**src/rtl/easyaxi_slv_rd_pkg.sv**
```systemverilog
// Shared AXI width/encoding macros plus the types used by the EasyAXI read slave.
// The optional range check is enabled with EASYAXI_SLV_RD_DECERR_EN (see easyaxi_slv_rd).
`ifndef EASYAXI_DEFINE_SV
`define EASYAXI_DEFINE_SV
`define AXI_ID_W        4
`define AXI_ADDR_W      32
`define AXI_LEN_W       8
`define AXI_SIZE_W      3
`define AXI_BURST_W     2
`define AXI_DATA_W      32
`define AXI_RESP_W      2
`define AXI_BURST_FIXED 2'b00
`define AXI_BURST_INCR  2'b01
`define AXI_BURST_WRAP  2'b10
`define AXI_SIZE_1B     3'b000
`define AXI_SIZE_2B     3'b001
`define AXI_SIZE_4B     3'b010
`define AXI_SIZE_8B     3'b011
`define AXI_SIZE_16B    3'b100
`define AXI_SIZE_32B    3'b101
`define AXI_SIZE_64B    3'b110
`define AXI_SIZE_128B   3'b111
`define AXI_RESP_OKAY   2'b00
`define AXI_RESP_SLVERR 2'b10
`define AXI_RESP_DECERR 2'b11
`endif

package easyaxi_slv_rd_pkg;

    localparam int ID_W    = `AXI_ID_W;
    localparam int ADDR_W  = `AXI_ADDR_W;
    localparam int LEN_W   = `AXI_LEN_W;
    localparam int SIZE_W  = `AXI_SIZE_W;
    localparam int BURST_W = `AXI_BURST_W;
    localparam int DATA_W  = `AXI_DATA_W;
    localparam int RESP_W  = `AXI_RESP_W;

    typedef enum logic {
        ST_IDLE,
        ST_BURST
    } state_e;

    typedef struct packed {
        logic [ID_W-1:0]    id;
        logic [ADDR_W-1:0]  addr;
        logic [LEN_W-1:0]   len;
        logic [SIZE_W-1:0]  size;
        logic [BURST_W-1:0] burst;
    } ar_req_t;

    // Beat data is the beat address aligned down to the transfer size.
    function automatic logic [DATA_W-1:0] beat_data(input logic [ADDR_W-1:0] addr,
                                                    input logic [SIZE_W-1:0] size);
        logic [ADDR_W-1:0] aligned;
        aligned = addr & ~((ADDR_W'(1) << size) - ADDR_W'(1));
        return DATA_W'(aligned);
    endfunction

endpackage

```
**src/rtl/easyaxi_burst_addr.sv**
```systemverilog
// Combinational AXI beat-address stepper: next address for FIXED/INCR/WRAP plus an
// illegal-burst flag. Shared by the EasyAXI read and write slaves.
module easyaxi_burst_addr
    import easyaxi_slv_rd_pkg::*;
(
    input  logic [ADDR_W-1:0]  cur_addr_i,
    input  logic [LEN_W-1:0]   len_i,
    input  logic [SIZE_W-1:0]  size_i,
    input  logic [BURST_W-1:0] burst_i,
    output logic [ADDR_W-1:0]  next_addr_o,
    output logic               illegal_o
);

    localparam int MAX_SIZE = $clog2(DATA_W / 8);

    logic [ADDR_W-1:0] incr;
    logic [ADDR_W-1:0] incr_addr;
    logic [ADDR_W-1:0] wrap_mask;
    logic              wrap_len_ok;
    logic              reserved;
    logic              oversize;

    // NOTE: every combinational output gets a default before any branch, so no latch is inferred.
    always_comb begin
        incr        = ADDR_W'(1) << size_i;
        incr_addr   = cur_addr_i + incr;
        wrap_mask   = ((ADDR_W'(len_i) + ADDR_W'(1)) * incr) - ADDR_W'(1);
        wrap_len_ok = len_i inside {8'd1, 8'd3, 8'd7, 8'd15};
        reserved    = (burst_i == 2'b11);
        oversize    = (size_i > SIZE_W'(MAX_SIZE));
        illegal_o   = reserved | oversize | ((burst_i == `AXI_BURST_WRAP) & ~wrap_len_ok);
        next_addr_o = incr_addr;
        case (burst_i)
            `AXI_BURST_FIXED: next_addr_o = cur_addr_i;
            `AXI_BURST_WRAP: begin
                // Malformed WRAP lengths fall back to INCR stepping.
                if (wrap_len_ok) begin
                    next_addr_o = (cur_addr_i & ~wrap_mask) | (incr_addr & wrap_mask);
                end
            end
            default: next_addr_o = incr_addr;
        endcase
    end

endmodule

```
**src/rtl/easyaxi_slv_rd.sv**
```systemverilog
// EasyAXI read slave: queues AR requests and returns in-order bursts whose data is the beat address.
// Define EASYAXI_SLV_RD_DECERR_EN to return DECERR/zero data for beats at or above MEM_SIZE.
module easyaxi_slv_rd
    import easyaxi_slv_rd_pkg::*;
#(
    parameter int                OST_DEPTH = 4,
    parameter logic [ADDR_W-1:0] MEM_SIZE  = 'h100
) (
    input  logic               clk,
    input  logic               rst,
    input  logic               axi_slv_arvalid,
    output logic               axi_slv_arready,
    input  logic [ID_W-1:0]    axi_slv_arid,
    input  logic [ADDR_W-1:0]  axi_slv_araddr,
    input  logic [LEN_W-1:0]   axi_slv_arlen,
    input  logic [SIZE_W-1:0]  axi_slv_arsize,
    input  logic [BURST_W-1:0] axi_slv_arburst,
    output logic               axi_slv_rvalid,
    input  logic               axi_slv_rready,
    output logic [ID_W-1:0]    axi_slv_rid,
    output logic [DATA_W-1:0]  axi_slv_rdata,
    output logic [RESP_W-1:0]  axi_slv_rresp,
    output logic               axi_slv_rlast,
    output logic               idle
);

    localparam int PTR_W = $clog2(OST_DEPTH);
    localparam int CNT_W = PTR_W + 1;

    ar_req_t           fifo_q [OST_DEPTH];
    logic [PTR_W-1:0]  wr_ptr_q, rd_ptr_q;
    logic [CNT_W-1:0]  count_q, count_d;
    logic              full_q, avail_q;
    state_e            state_q, state_d;
    ar_req_t           cur_q, cur_d;
    logic [LEN_W-1:0]  beat_cnt_q, beat_cnt_d;
    logic              err_q, err_d;
    logic [DATA_W-1:0] rdata_q, rdata_d;
    logic [RESP_W-1:0] rresp_q, rresp_d;
    logic              rlast_q, rlast_d;

    logic              push, pop;
    ar_req_t           ar_in, head, ba_req;
    logic [ADDR_W-1:0] next_addr, beat_addr;
    logic              illegal, beat_err;
    logic [DATA_W-1:0] beat_rdata;
    logic [RESP_W-1:0] beat_rresp;

    assign ar_in   = '{id: axi_slv_arid, addr: axi_slv_araddr, len: axi_slv_arlen,
                       size: axi_slv_arsize, burst: axi_slv_arburst};
    assign head    = fifo_q[rd_ptr_q];
    assign push    = axi_slv_arvalid & ~full_q;
    // avail_q lags the count by one cycle, giving the two-cycle AR-to-R latency.
    assign pop     = (state_q == ST_IDLE) & avail_q & (count_q != '0);
    assign count_d = count_q + CNT_W'(push) - CNT_W'(pop);

    // In IDLE the stepper evaluates the head entry (legality at pop); in BURST the live beat.
    assign ba_req  = (state_q == ST_IDLE) ? head : cur_q;

    easyaxi_burst_addr u_burst_addr (
        .cur_addr_i  (ba_req.addr),
        .len_i       (ba_req.len),
        .size_i      (ba_req.size),
        .burst_i     (ba_req.burst),
        .next_addr_o (next_addr),
        .illegal_o   (illegal)
    );

    always_comb begin
        beat_addr  = (state_q == ST_IDLE) ? head.addr : next_addr;
        beat_err   = (state_q == ST_IDLE) ? illegal : err_q;
        beat_rdata = beat_data(beat_addr, ba_req.size);
        beat_rresp = beat_err ? `AXI_RESP_SLVERR : `AXI_RESP_OKAY;
`ifdef EASYAXI_SLV_RD_DECERR_EN
        if (beat_addr >= MEM_SIZE) begin
            beat_rresp = `AXI_RESP_DECERR;
            beat_rdata = '0;
        end
`endif
    end

`ifndef EASYAXI_SLV_RD_DECERR_EN
    logic unused_mem_size;
    assign unused_mem_size = ^MEM_SIZE;
`endif

    always_comb begin
        state_d    = state_q;
        cur_d      = cur_q;
        beat_cnt_d = beat_cnt_q;
        err_d      = err_q;
        rdata_d    = rdata_q;
        rresp_d    = rresp_q;
        rlast_d    = rlast_q;
        case (state_q)
            ST_IDLE: begin
                if (pop) begin
                    state_d    = ST_BURST;
                    cur_d      = head;
                    beat_cnt_d = '0;
                    err_d      = illegal;
                    rdata_d    = beat_rdata;
                    rresp_d    = beat_rresp;
                    rlast_d    = (head.len == '0);
                end
            end
            ST_BURST: begin
                if (axi_slv_rready) begin
                    if (beat_cnt_q == cur_q.len) begin
                        state_d = ST_IDLE;
                        rlast_d = 1'b0;
                    end else begin
                        beat_cnt_d = beat_cnt_q + LEN_W'(1);
                        cur_d.addr = next_addr;
                        rdata_d    = beat_rdata;
                        rresp_d    = beat_rresp;
                        rlast_d    = ((beat_cnt_q + LEN_W'(1)) == cur_q.len);
                    end
                end
            end
            default: state_d = ST_IDLE;
        endcase
    end

    // NOTE: queue storage has no reset; count_q alone says which entries are valid.
    always_ff @(posedge clk) begin
        if (push) begin
            fifo_q[wr_ptr_q] <= ar_in;
        end
    end

    // NOTE: all sequential state uses non-blocking assignments so every register samples pre-edge values.
    always_ff @(posedge clk) begin
        if (rst) begin
            wr_ptr_q   <= '0;
            rd_ptr_q   <= '0;
            count_q    <= '0;
            full_q     <= 1'b0;
            avail_q    <= 1'b0;
            state_q    <= ST_IDLE;
            cur_q      <= '0;
            beat_cnt_q <= '0;
            err_q      <= 1'b0;
            rdata_q    <= '0;
            rresp_q    <= `AXI_RESP_OKAY;
            rlast_q    <= 1'b0;
        end else begin
            if (push) wr_ptr_q <= wr_ptr_q + PTR_W'(1);
            if (pop)  rd_ptr_q <= rd_ptr_q + PTR_W'(1);
            count_q    <= count_d;
            full_q     <= (count_d == CNT_W'(OST_DEPTH));
            avail_q    <= (count_q != '0);
            state_q    <= state_d;
            cur_q      <= cur_d;
            beat_cnt_q <= beat_cnt_d;
            err_q      <= err_d;
            rdata_q    <= rdata_d;
            rresp_q    <= rresp_d;
            rlast_q    <= rlast_d;
        end
    end

    assign axi_slv_arready = ~full_q;
    assign axi_slv_rvalid  = (state_q == ST_BURST);
    assign axi_slv_rid     = cur_q.id;
    assign axi_slv_rdata   = rdata_q;
    assign axi_slv_rresp   = rresp_q;
    assign axi_slv_rlast   = rlast_q;
    assign idle            = (state_q == ST_IDLE) && (count_q == '0);

endmodule

```
**config.mk**
```make
export PLATFORM = sky130hd
export DESIGN_NAME = easyaxi_slv_rd
export DESIGN_NICKNAME = d
export VERILOG_FILES = /design/src/rtl/easyaxi_slv_rd_pkg.sv /design/src/rtl/easyaxi_burst_addr.sv /design/src/rtl/easyaxi_slv_rd.sv
export SDC_FILE = /design/constraint.sdc
export NUM_CORES = 1
export LEC_CHECK = 0
export ABC_CLOCK_PERIOD_IN_PS = 11610
export BUFFER_PORTS_ARGS = -buffer_cell sky130_fd_sc_hd__buf_2
export CORE_ASPECT_RATIO = 1.2
export CORE_UTILIZATION = 40
export CTS_CLUSTER_DIAMETER = 120
export DETAILED_ROUTE_END_ITERATION = 10
export REMOVE_ABC_BUFFERS = 1
export SLEW_MARGIN = 20
export SYNTH_ARGS = -nofsm -noshare
export SYNTH_HDL_FRONTEND = slang
export SYNTH_SLANG_ARGS = --single-unit
```
**constraint.sdc**
```tcl
create_clock -name clk -period 11.61 [get_ports clk]
set_clock_uncertainty 0.2 [all_clocks]
set_input_delay 1.161 -clock clk [delete_from_list [all_inputs] [get_ports clk]]
set_output_delay 1.161 -clock clk [all_outputs]
set_load 0.01 [all_outputs]
```
## Word-level counts from Yosys, hierarchy flattened

Memory sizes are Yosys's and may differ from the RTL's. A register that Yosys moved wholly into a read port is not among the register bits.
Index checks and enable logic that the tools add are counted.

| operators by class | value |
|---|---|
| $add $sub $neg | 9 |
| multiply operators | 1 |
| $lt $le $gt $ge | 1 |
| equal/unequal tests | 12 |
| shift-type cells | 1 |
| mux-type cells | 34 |
| bitwise operators | 15 |
| reductions and logical operators | 9 |

Operators by type and width:

| cell | count |
|---|---|
| two-way mux 32 bit | 7 |
| one-hot mux 32 bit (2 select lines) | 3 |
| AND 32 bit | 3 |
| two-way mux 45 bit | 2 |
| inverter 32 bit | 2 |
| subtractor 32 x 1 -> 32 bit (second input constant) | 2 |
| adder 32 bit | 1 |
| multiplier 32 x 32 -> 32 bit | 1 |
| OR 32 bit | 1 |
| left shift 1 x 3 -> 32 bit (first input constant) | 1 |
| two-way mux 8 bit | 3 |
| equality test 8 bit | 2 |
| one-hot mux 8 bit (2 select lines) | 1 |
| two-way mux 2 bit | 6 |
| adder 8 x 1 -> 9 bit (second input constant) | 1 |
| two-way mux 1 bit | 9 |
| adder 8 x 1 -> 8 bit (second input constant) | 1 |
| equality test 8 x 1 -> 1 bit (second input constant) | 1 |
| equality test 8 x 2 -> 1 bit (second input constant) | 1 |
| equality test 8 x 3 -> 1 bit (second input constant) | 1 |
| equality test 8 x 4 -> 1 bit (second input constant) | 1 |
| zero test 8 bit | 1 |
| != test 2 bit (second input constant) | 3 |
| adder 2 x 1 -> 2 bit (second input constant) | 2 |
| other kinds (17) | 26 |

| word-level totals | value |
|---|---|
| flip-flop bits (word level) | 103 |
| RAM bits | 196 |
| output and inout port bits | 42 |
| word-level logic and storage cells | 99 |
| memories kept | 1 |

Memories:

| memory | words | width | rd ports | clocked after memory_dff | write ports | RTL line | text |
|---|---|---|---|---|---|---|---|
| fifo_q | 4 | 49 | 1 | 1 | 1 | easyaxi_slv_rd.sv:30 | `ar_req_t fifo_q [OST_DEPTH];` |

## Longest topological paths before layout

Gate-level depths: netlist of the first run.

| depth | value |
|---|---|
| depth in word-level cells | 14 |
| depth in mapped cells | 33 |
| gate-level depth less buffers | 28 |

## Modules after synthesis

From an unflattened synthesis of the first run, not the netlist that was laid out.

| unflattened totals | value |
|---|---|
| cell total of the unflattened synthesis | 1535 |
| area total of the unflattened synthesis | 16667.2 µm² |

Modules (own cells, without submodules):

| module | instances | cells each | area an instance (µm²) | seq. area each (µm²) |
|---|---|---|---|---|
| easyaxi_slv_rd | 1 | 944 | 12213.0 | 7967.6 |
| easyaxi_burst_addr | 1 | 591 | 4454.3 | 0.0 |

## Worst setup path before layout of the first run

No wires, ideal clock.

| timing | value |
|---|---|
| kind | register -> register |
| from | register with a tool-made name |
| to | register cur_q[44] in the netlist's numbering |
| data arrival time | 7.852 ns |
| data required time | 11.336 ns |
| slack | 3.484 ns |
| cell stages (with the launch flop) | 31 |
| cell sequence | dfxtp_1 -> buf_6 -> buf_12 -> buf_12 -> buf_4 -> mux4_2 -> mux2i_1 -> inv_1 -> ha_1 -> and4_1 -> a41oi_1 -> a21oi_1 -> xor2_1 -> or3_1 -> fa_1 -> fa_1 -> inv_1 -> fa_1 -> fa_1 -> ha_1 -> ha_1 -> clkbuf_1 -> a21o_1 -> a211oi_1 -> a21oi_1 -> o211a_1 -> o211ai_1 -> nand3_1 -> nor4_1 -> nand4b_1 -> a31oi_1 |

RTL lines:

| item | RTL line | text |
|---|---|---|
| end signal, assigned | easyaxi_slv_rd.sv:154 | `cur_q <= cur_d;` |
| end, declared | easyaxi_slv_rd.sv:35 | `ar_req_t cur_q, cur_d;` |

==> run_results.csv, run 1 <==
group,metric,value,unit
global_routing,antenna_found_initial,1,
die,core,42100,um^2
detailed_routing,drc,0,
cts,htree_levels,1,
synthesis,synth_simple_gate_area_share,14.0,%
detailed_routing,drtIter0Drc,679,
die,pin_count,95,
global_routing,grt_usage,20.5,%
layout,multi_input_area,8440,um^2
run,drv_cap,0,
cts,clkSinkCount,300,
sta,worst_slew_pin_slew,994,ps
global_routing,top_usage_layer,"met2",
detailed_routing,num_vias,12300,
cts,post_cts_resize_count,0,
critical_path,crit_top_cell,"fa_1",
global_routing,met1_usage,26.7,%
critical_path,crit_path_end_kind,"register",
synthesis,synthAdderAreaFrac,11.5,%
critical_path,path_max_fanout,25,
die,rows,82,
layout,fin_nets,1842,
synthesis,synth-edff-count,196,
cts,post_cts_buffers,0,
synthesis,synthDistinctLibCells,90,
global_routing,grtUsageMet2,35.3,%
critical_path,worstPathRequired,11900,ps
die,dieWidth,191,um
place,dpl.hpwl,31900,um
place,place.gp.congestion,0.907,
detailed_routing,drt-total-wl,44200,um
cts,cts_buffers,30,
die,dieArea,43900,um^2
critical_path,crit_type,"register to register",
global_routing,grt.overflow.total,0,
synthesis,synth_mux_area_share,8.18,%
critical_path,start_kind,"register",
critical_path,cpPeakStageDelay,800,ps
global_routing,grt_pass1_vias,12500,
run_status,status,"finished clean",
layout,n_fill_cell,3996,
synthesis,synthXorXnorAreaFrac,3.15,%
global_routing,grt_pass1_wl,69700,um
detailed_routing,dr.pass1.iters,5,
cts,clk_path_buf_depth,3,
die,die_h,229,um
global_routing,use_met3,2.42,%
sta,max_freq,0.109,GHz
cts,clock_latency,570,ps
detailed_routing,routed_via_density,5.52,
cts,clk_pin_slew,60,ps
synthesis,yosysSeqAreaShare,46.3,%
sta,rsz0062_at_grt,"false",
layout,register_area,7980,um^2
cts,cts-root-buf,"clkbuf_16",
min_path,hp-class,"register to register",
synthesis,ys_warn_count,0,
detailed_routing,wire_per_inst,19.8,um
synthesis,synth_compound_area_share,12.0,%
sta,setup_violations,0,
synthesis,ys_ff_latch,300,
sta,fin_crit,9160,ps
sta,max_slew_margin,33.5,%
layout,area_delta_synth_final,11.2,%
critical_path,arrival,9440,ps
cts,cts_tree,"built",
layout,antenna_cells,0,
synthesis,synth_area_per_cell,10.8,um^2
synthesis,synth_flop_cell,"edfxtp_1",
detailed_routing,antenna_left,0,
synthesis,syn_inst,1597,
critical_path,cp_slowest_cell,"dfxtp_2",
layout,layout-drive-gt1-share,14.6,%
place,port_buffers,93,
synthesis,synth_area,17200,um^2
die,initial_core_util,40.9,%
sta,period_share,78.9,%
synthesis,synth_top_family_by_area,"simple AND/OR/NAND/NOR gates",
sta,fin_tns_setup,0,ps
sta,hold_viol,0,
cts,hold_buffers,0,
synthesis,async_flop_share,0,%
global_routing,grt_start_max_net_pins,62,
sta,drv_slew,0,
==> registers in the layout (all words and copies together), names as in the netlist, 2 cells and up, named ones only <==
| name | cells |
|---|---|
| wr_ptr_q | 2 |
| count_q | 3 |
| beat_cnt_q | 8 |
| rd_ptr_q | 2 |
| cur_q | 45 |
| fifo_q | 196 |
| axi_slv_rdata | 32 |
| axi_slv_rid | 4 |
==> cell families after synthesis <==
kind of cell | Yosys count
compound gates | 308
xor+xnor | 62
fa+ha+maj | 130
buf+inv | 189
flops | 300
mux | 84
other cells | 1
simple gates | 523
==> layer usage <==
layer | vias to the layer above | wire length (um)
met5 | - | 0
met4 | 0 | 1210
met3 | 67 | 1950
met2 | 296 | 21800
met1 | 6056 | 19200
li1 | 5882 | -
==> final cells by class <==
type                    count  share of cell area [%]
multi-input cells        1108                    44.1
flip-flops and latches    300                    41.7
clock buffers              36                    4.42
well taps                 546                    3.57
repair buffers            111                    3.14
inverters                 108                    2.12
clock inverters            20                    1.01
==> cells in the mapped netlist, types with 5 or more instances <==
| library cell | number | share of area [%] |
|---|---|---|
| or3_1 | 19 | 0.69 |
| buf_4 | 8 | 0.35 |
| dfxtp_1 | 104 | 12 |
| a211oi_1 | 9 | 0.39 |
| o21ai_0 | 45 | 1.3 |
| o22ai_1 | 5 | 0.18 |
| nor4_1 | 9 | 0.33 |
| fa_1 | 48 | 5.6 |
| nor2_1 | 126 | 2.7 |
| and2_1 | 17 | 0.62 |
| ha_1 | 82 | 6.0 |
| a221oi_1 | 6 | 0.31 |
| nand4_1 | 7 | 0.25 |
| a21o_1 | 10 | 0.44 |
| mux2i_1 | 33 | 1.9 |
| nand2b_1 | 18 | 0.65 |
| o21ai_1 | 15 | 0.44 |
| and3_1 | 12 | 0.44 |
| inv_1 | 107 | 2.3 |
| nor2b_1 | 11 | 0.40 |
| a21oi_1 | 91 | 2.6 |
| nand3_1 | 45 | 1.3 |
| xor2_1 | 35 | 1.8 |
| edfxtp_1 | 196 | 34 |
| mux4_1 | 5 | 0.76 |
| o21a_1 | 12 | 0.52 |
| nand2_1 | 199 | 4.3 |
| clkbuf_1 | 42 | 0.92 |
| a21boi_1 | 5 | 0.22 |
| or2_2 | 5 | 0.18 |
| buf_2 | 8 | 0.23 |
| mux2_2 | 6 | 0.39 |
| a21boi_0 | 5 | 0.22 |
| a31oi_1 | 26 | 0.94 |
| nor3b_1 | 6 | 0.26 |
| o31ai_1 | 5 | 0.22 |
| buf_1 | 16 | 0.35 |
| nor3_1 | 28 | 0.81 |
| a22oi_1 | 5 | 0.22 |
| xnor2_1 | 27 | 1.4 |
| o211ai_1 | 12 | 0.52 |
| a22o_1 | 9 | 0.46 |
| mux4_2 | 38 | 5.0 |
==> stage by stage <==
stage          hold slack, ps  cells  cell area, um^2  util [%]  setup slack [ps]
2_1_floorplan             231   1516            16800         -              1380
3_3_place_gp              242   2173            18100      43.0              2720
3_5_place_dp              251   2173            18100      43.0              2590
4_1_cts                   260   2229            19100      45.5              2510
5_1_grt                   275   2229            19100      45.5              1860
6_report                  256   2229            19100      45.5              2450
==> layout by cell type, fill, tap and decap left out, types with 7 or more instances in the layout <==
cell type,synthesis,routed
nand2_1,199,198
edfxtp_1,196,196
nor2_1,126,125
inv_1,107,107
dfxtp_1,104,101
buf_2,8,93
a21oi_1,91,91
ha_1,82,82
fa_1,48,48
o21ai_0,45,45
nand3_1,45,45
mux4_2,38,38
xor2_1,35,35
mux2i_1,33,33
clkbuf_16,0,32
nor3_1,28,28
xnor2_1,27,27
a31oi_1,26,25
or3_1,19,19
nand2b_1,18,18
buf_4,8,18
o21ai_1,15,15
and2_1,17,13
o21a_1,12,12
o211ai_1,12,12
and3_1,12,12
nor2b_1,11,11
a21o_1,10,10
nor4_1,9,9
a22o_1,9,9
a211oi_1,9,9
clkinv_2,0,8
nand4_1,7,7
==> worst max-delay path: cells and delay by family (launching register included) <==
| kind | cells | cell delay [ps] |
|---|---|---|
| adder cells (fa/ha/maj) | 7 | 3050 |
| AND/OR/NAND/NOR | 7 | 2060 |
| AO/OA/AOI/OAI | 8 | 2000 |
| flip-flops | 1 | 800 |
| multiplexers | 1 | 440 |
| buffers and inverters | 2 | 260 |
| XOR/XNOR | 1 | 260 |
==> worst paths after layout <==
check	start	endpoint	slack [ps]	cells past startpoint
worst max-delay path	register	cur_q[44]$_SDFFE_PP0P_	2450	26
worst min register to register	axi_slv_rid[3]$_SDFFE_PP0P_	axi_slv_rid[3]$_SDFFE_PP0P_	260	2
worst min-delay path	axi_slv_rid[3]$_SDFFE_PP0P_	axi_slv_rid[3]$_SDFFE_PP0P_	260	2
worst max register to register	register	cur_q[44]$_SDFFE_PP0P_	2450	26
Power of run 1 is not shown: default switching activity piles up to over one toggle a cycle in this logic, so the estimate is an artifact.
==> run 2: changes to the inputs <==
ABC_AREA = 1   (was not set)
ABC_CLOCK_PERIOD_IN_PS = 8900   (was 11610)
clock period = 8.9 ns   (was 11.61 ns; I/O delays follow)
==> run 2 against run 1 <==
  * Sequential share of layout area down 1.2 points
  * Fmax increased by 15%
  * First-iteration DRC count rose by 19%
  * Worst hold slack gained 4.0 ps
  * Flip-flop and latch count stayed put
  * Via count up 18%
  * Routed wire length is 8.3% higher
  * Final area is 2.8% higher
  * Utilization shrank 0.70 points
  * Synthesized cell count increased by 34%
==> run_results.csv, run 2 <==
group,metric,value,unit
run_status,status,"finished clean",
layout,layout-drive-gt1-share,10.7,%
die,dieArea,45600,um^2
sta,worst_slew_pin_slew,855,ps
global_routing,grt_pass1_vias,14000,
layout,largest_reg_flops,196,
synthesis,syn_inst,2138,
critical_path,crit_path_end_kind,"register",
critical_path,path_max_fanout,58,
cts,cts-root-buf,"clkbuf_16",
min_path,hp-class,"register to register",
cts,htree_levels,1,
die,rows,84,
min_path,holdCritStartpoint,"axi_slv_rdata[21]$_SDFFE_PP0P_",
detailed_routing,dr.pass1.iters,5,
layout,final_cell_mix,"nand2_1 (611), inv_1 (218), edfxtp_1 (196), nor2_1 (170), nand3_1 (148)",
synthesis,synth_largest_area_cell,"edfxtp_1",
layout,layout_commonest_cell,"nand2_1",
synthesis,synth-edff-count,196,
synthesis,synth_area,17900,um^2
synthesis,ys_warn_count,0,
synthesis,synthDistinctLibCells,57,
critical_path,rrSetupSlack,930,ps
global_routing,grt_usage,21.1,%
synthesis,ys_top_cells_by_area,"edfxtp_1 (33%), nand2_1 (13%), dfxtp_1 (12%)",
detailed_routing,dr_wl_met2,23000,um
critical_path,worstReg2RegEnd,"axi_slv_rdata[11]$_SDFFE_PP0P_",
cts,cts_tree,"built",
sta,drv_slew,0,
synthesis,async_flop_share,0,%
cts,hold_buffers,0,
layout,multi_input_area,8560,um^2
die,initial_core_util,40.7,%
place,dpl.hpwl,33000,um
critical_path,r2r_cells,28,
layout,area_delta_synth_final,10.0,%
detailed_routing,num_vias,14500,
synthesis,synth_most_common_cell,"nand2_1",
layout,largest-register,"fifo_q",
min_path,hold_path_depth,2,
die,pin_count,95,
critical_path,start_kind,"register",
sta,fin_tns_setup,0,ps
synthesis,synth_flop_cell,"edfxtp_1",
cts,post_cts_buffers,0,
critical_path,worstPathRequired,9130,ps
critical_path,arrival,8200,ps
layout,fin_nets,2380,
detailed_routing,wire_per_inst,17.2,um
global_routing,grt_start_max_net_pins,99,
global_routing,grt.overflow.total,0,
cts,cts_buffers,31,
detailed_routing,routedLengthMet1,20800,um
layout,antenna_cells,0,
critical_path,cp_slowest_cell,"dfxtp_4",
place,place.gp.congestion,0.888,
cts,clk_path_buf_depth,3,
synthesis,yosysTopAreaCellShare,32.9,%
critical_path,crit_type,"register to register",
layout,register_area,7980,um^2
die,dieWidth,195,um
detailed_routing,drt-total-wl,47900,um
detailed_routing,met3_length,2720,um
detailed_routing,antenna_left,0,
detailed_routing,drc,0,
sta,max_freq,0.125,GHz
sta,max_slew_margin,43.0,%
cts,clkSinkCount,300,
sta,setup_violations,0,
detailed_routing,drtIter0Drc,810,
layout,n_fill_cell,4351,
die,core,43900,um^2
global_routing,antenna_found_initial,3,
layout,final_core_util,44.8,%
synthesis,yosysSeqAreaShare,44.5,%
sta,period_share,89.6,%
detailed_routing,routed_via_density,5.21,
place,port_buffers,93,
detailed_routing,top_layer,"met5",
run,drv_cap,0,
die,die_h,234,um
min_path,holdPathEnd,"axi_slv_rdata[21]$_SDFFE_PP0P_",
synthesis,synth_commonest_cells,"nand2_1 (611), inv_1 (218), edfxtp_1 (196), nor2_1 (174), nand3_1 (148)",
synthesis,ys_ff_latch,300,
cts,post_cts_resize_count,0,
sta,fin_crit,7970,ps
global_routing,grt_pass1_wl,76000,um
synthesis,synth_area_per_cell,8.37,um^2
cts,clock_latency,580,ps
sta,hold_viol,0,
critical_path,cpPeakStageDelay,660,ps
critical_path,crit_top_cell,"inv_1",
sta,rsz0062_at_grt,"false",
cts,clk_pin_slew,70,ps
run 2: cell count changes in the layout (fill, tap and decap cells not counted), sizes merged, moves of 14 or more:
cell / previous run / this run
nand2: 200 / 623
inv: 110 / 230
nand3: 46 / 150
o21ai: 60 / 137
nor2: 127 / 190
a21oi: 92 / 139
mux4: 43 / 0
mux2i: 33 / 0
or3: 19 / 0
nand2b: 18 / 0
and2: 18 / 2
nand4: 7 / 21
nor3: 29 / 15
run 2: worst max-delay path by stage:
stage	startpoint	to	cells after the start
2_1_floorplan	axi_slv_rvalid$_SDFF_PP0_	cur_q[35]$_SDFFE_PP0P_	33
3_3_place_gp	register	axi_slv_rdata[22]$_SDFFE_PP0P_	37
3_5_place_dp	register	cur_q[34]$_SDFFE_PP0P_	34
4_1_cts	register	axi_slv_rdata[22]$_SDFFE_PP0P_	37
5_1_grt	register	cur_q[35]$_SDFFE_PP0P_	37
6_report	register	axi_slv_rdata[11]$_SDFFE_PP0P_	28
run 2: through the flow:
| step | cell area (um^2) | hold slack, ps | std cells | setup slack (ps) |
|---|---|---|---|---|
| floorplan | 17400 | 228 | 2054 | 220 |
| global placement | 18700 | 240 | 2723 | 1100 |
| detailed placement | 18700 | 253 | 2723 | 981 |
| CTS | 19700 | 263 | 2781 | 935 |
| global route | 19700 | 275 | 2781 | 132 |
| finish | 19700 | 260 | 2781 | 929 |
run 2: metal layers:
metal / global-route usage (%) / vias to the layer above
met5: 0 / -
met4: 7.21 / 4
met3: 3.08 / 75
met2: 36.4 / 372
met1: 27.1 / 6870
li1: - / 7166
run 2: kinds of logic (layout without fill, tap and decap cells):
group | after synthesis | after routing | synth area share [%]
fa+ha+maj | 130 | 130 | 11.1
xor+xnor | 44 | 44 | 2.20
simple gates | 1018 | 1018 | 23.7
flops | 300 | 300 | 44.5
compound gates | 334 | 334 | 10.6
buf+inv | 311 | 395 | 7.84
other cells | 1 | 1 | 0.0210
run 2: worst max-delay path: cells and delay by family, from the launching register on:
family / cells / cell delay, ps
compound gates: 7 / 1570
xor+xnor: 1 / 300
flops: 1 / 660
simple gates: 6 / 1140
fa+ha+maj: 6 / 2920
buf+inv: 8 / 990
run 2: final cells by class:
class	instances	area share, %
Sequential cell	300	40.5
Timing Repair Buffer	110	3.01
Clock buffer	39	4.19
Multi-Input combinational cell	1527	43.5
Inverter	227	4.38
Tap cell	559	3.55
Clock inverter	19	0.902
Power of run 2 is left out for the same reason.
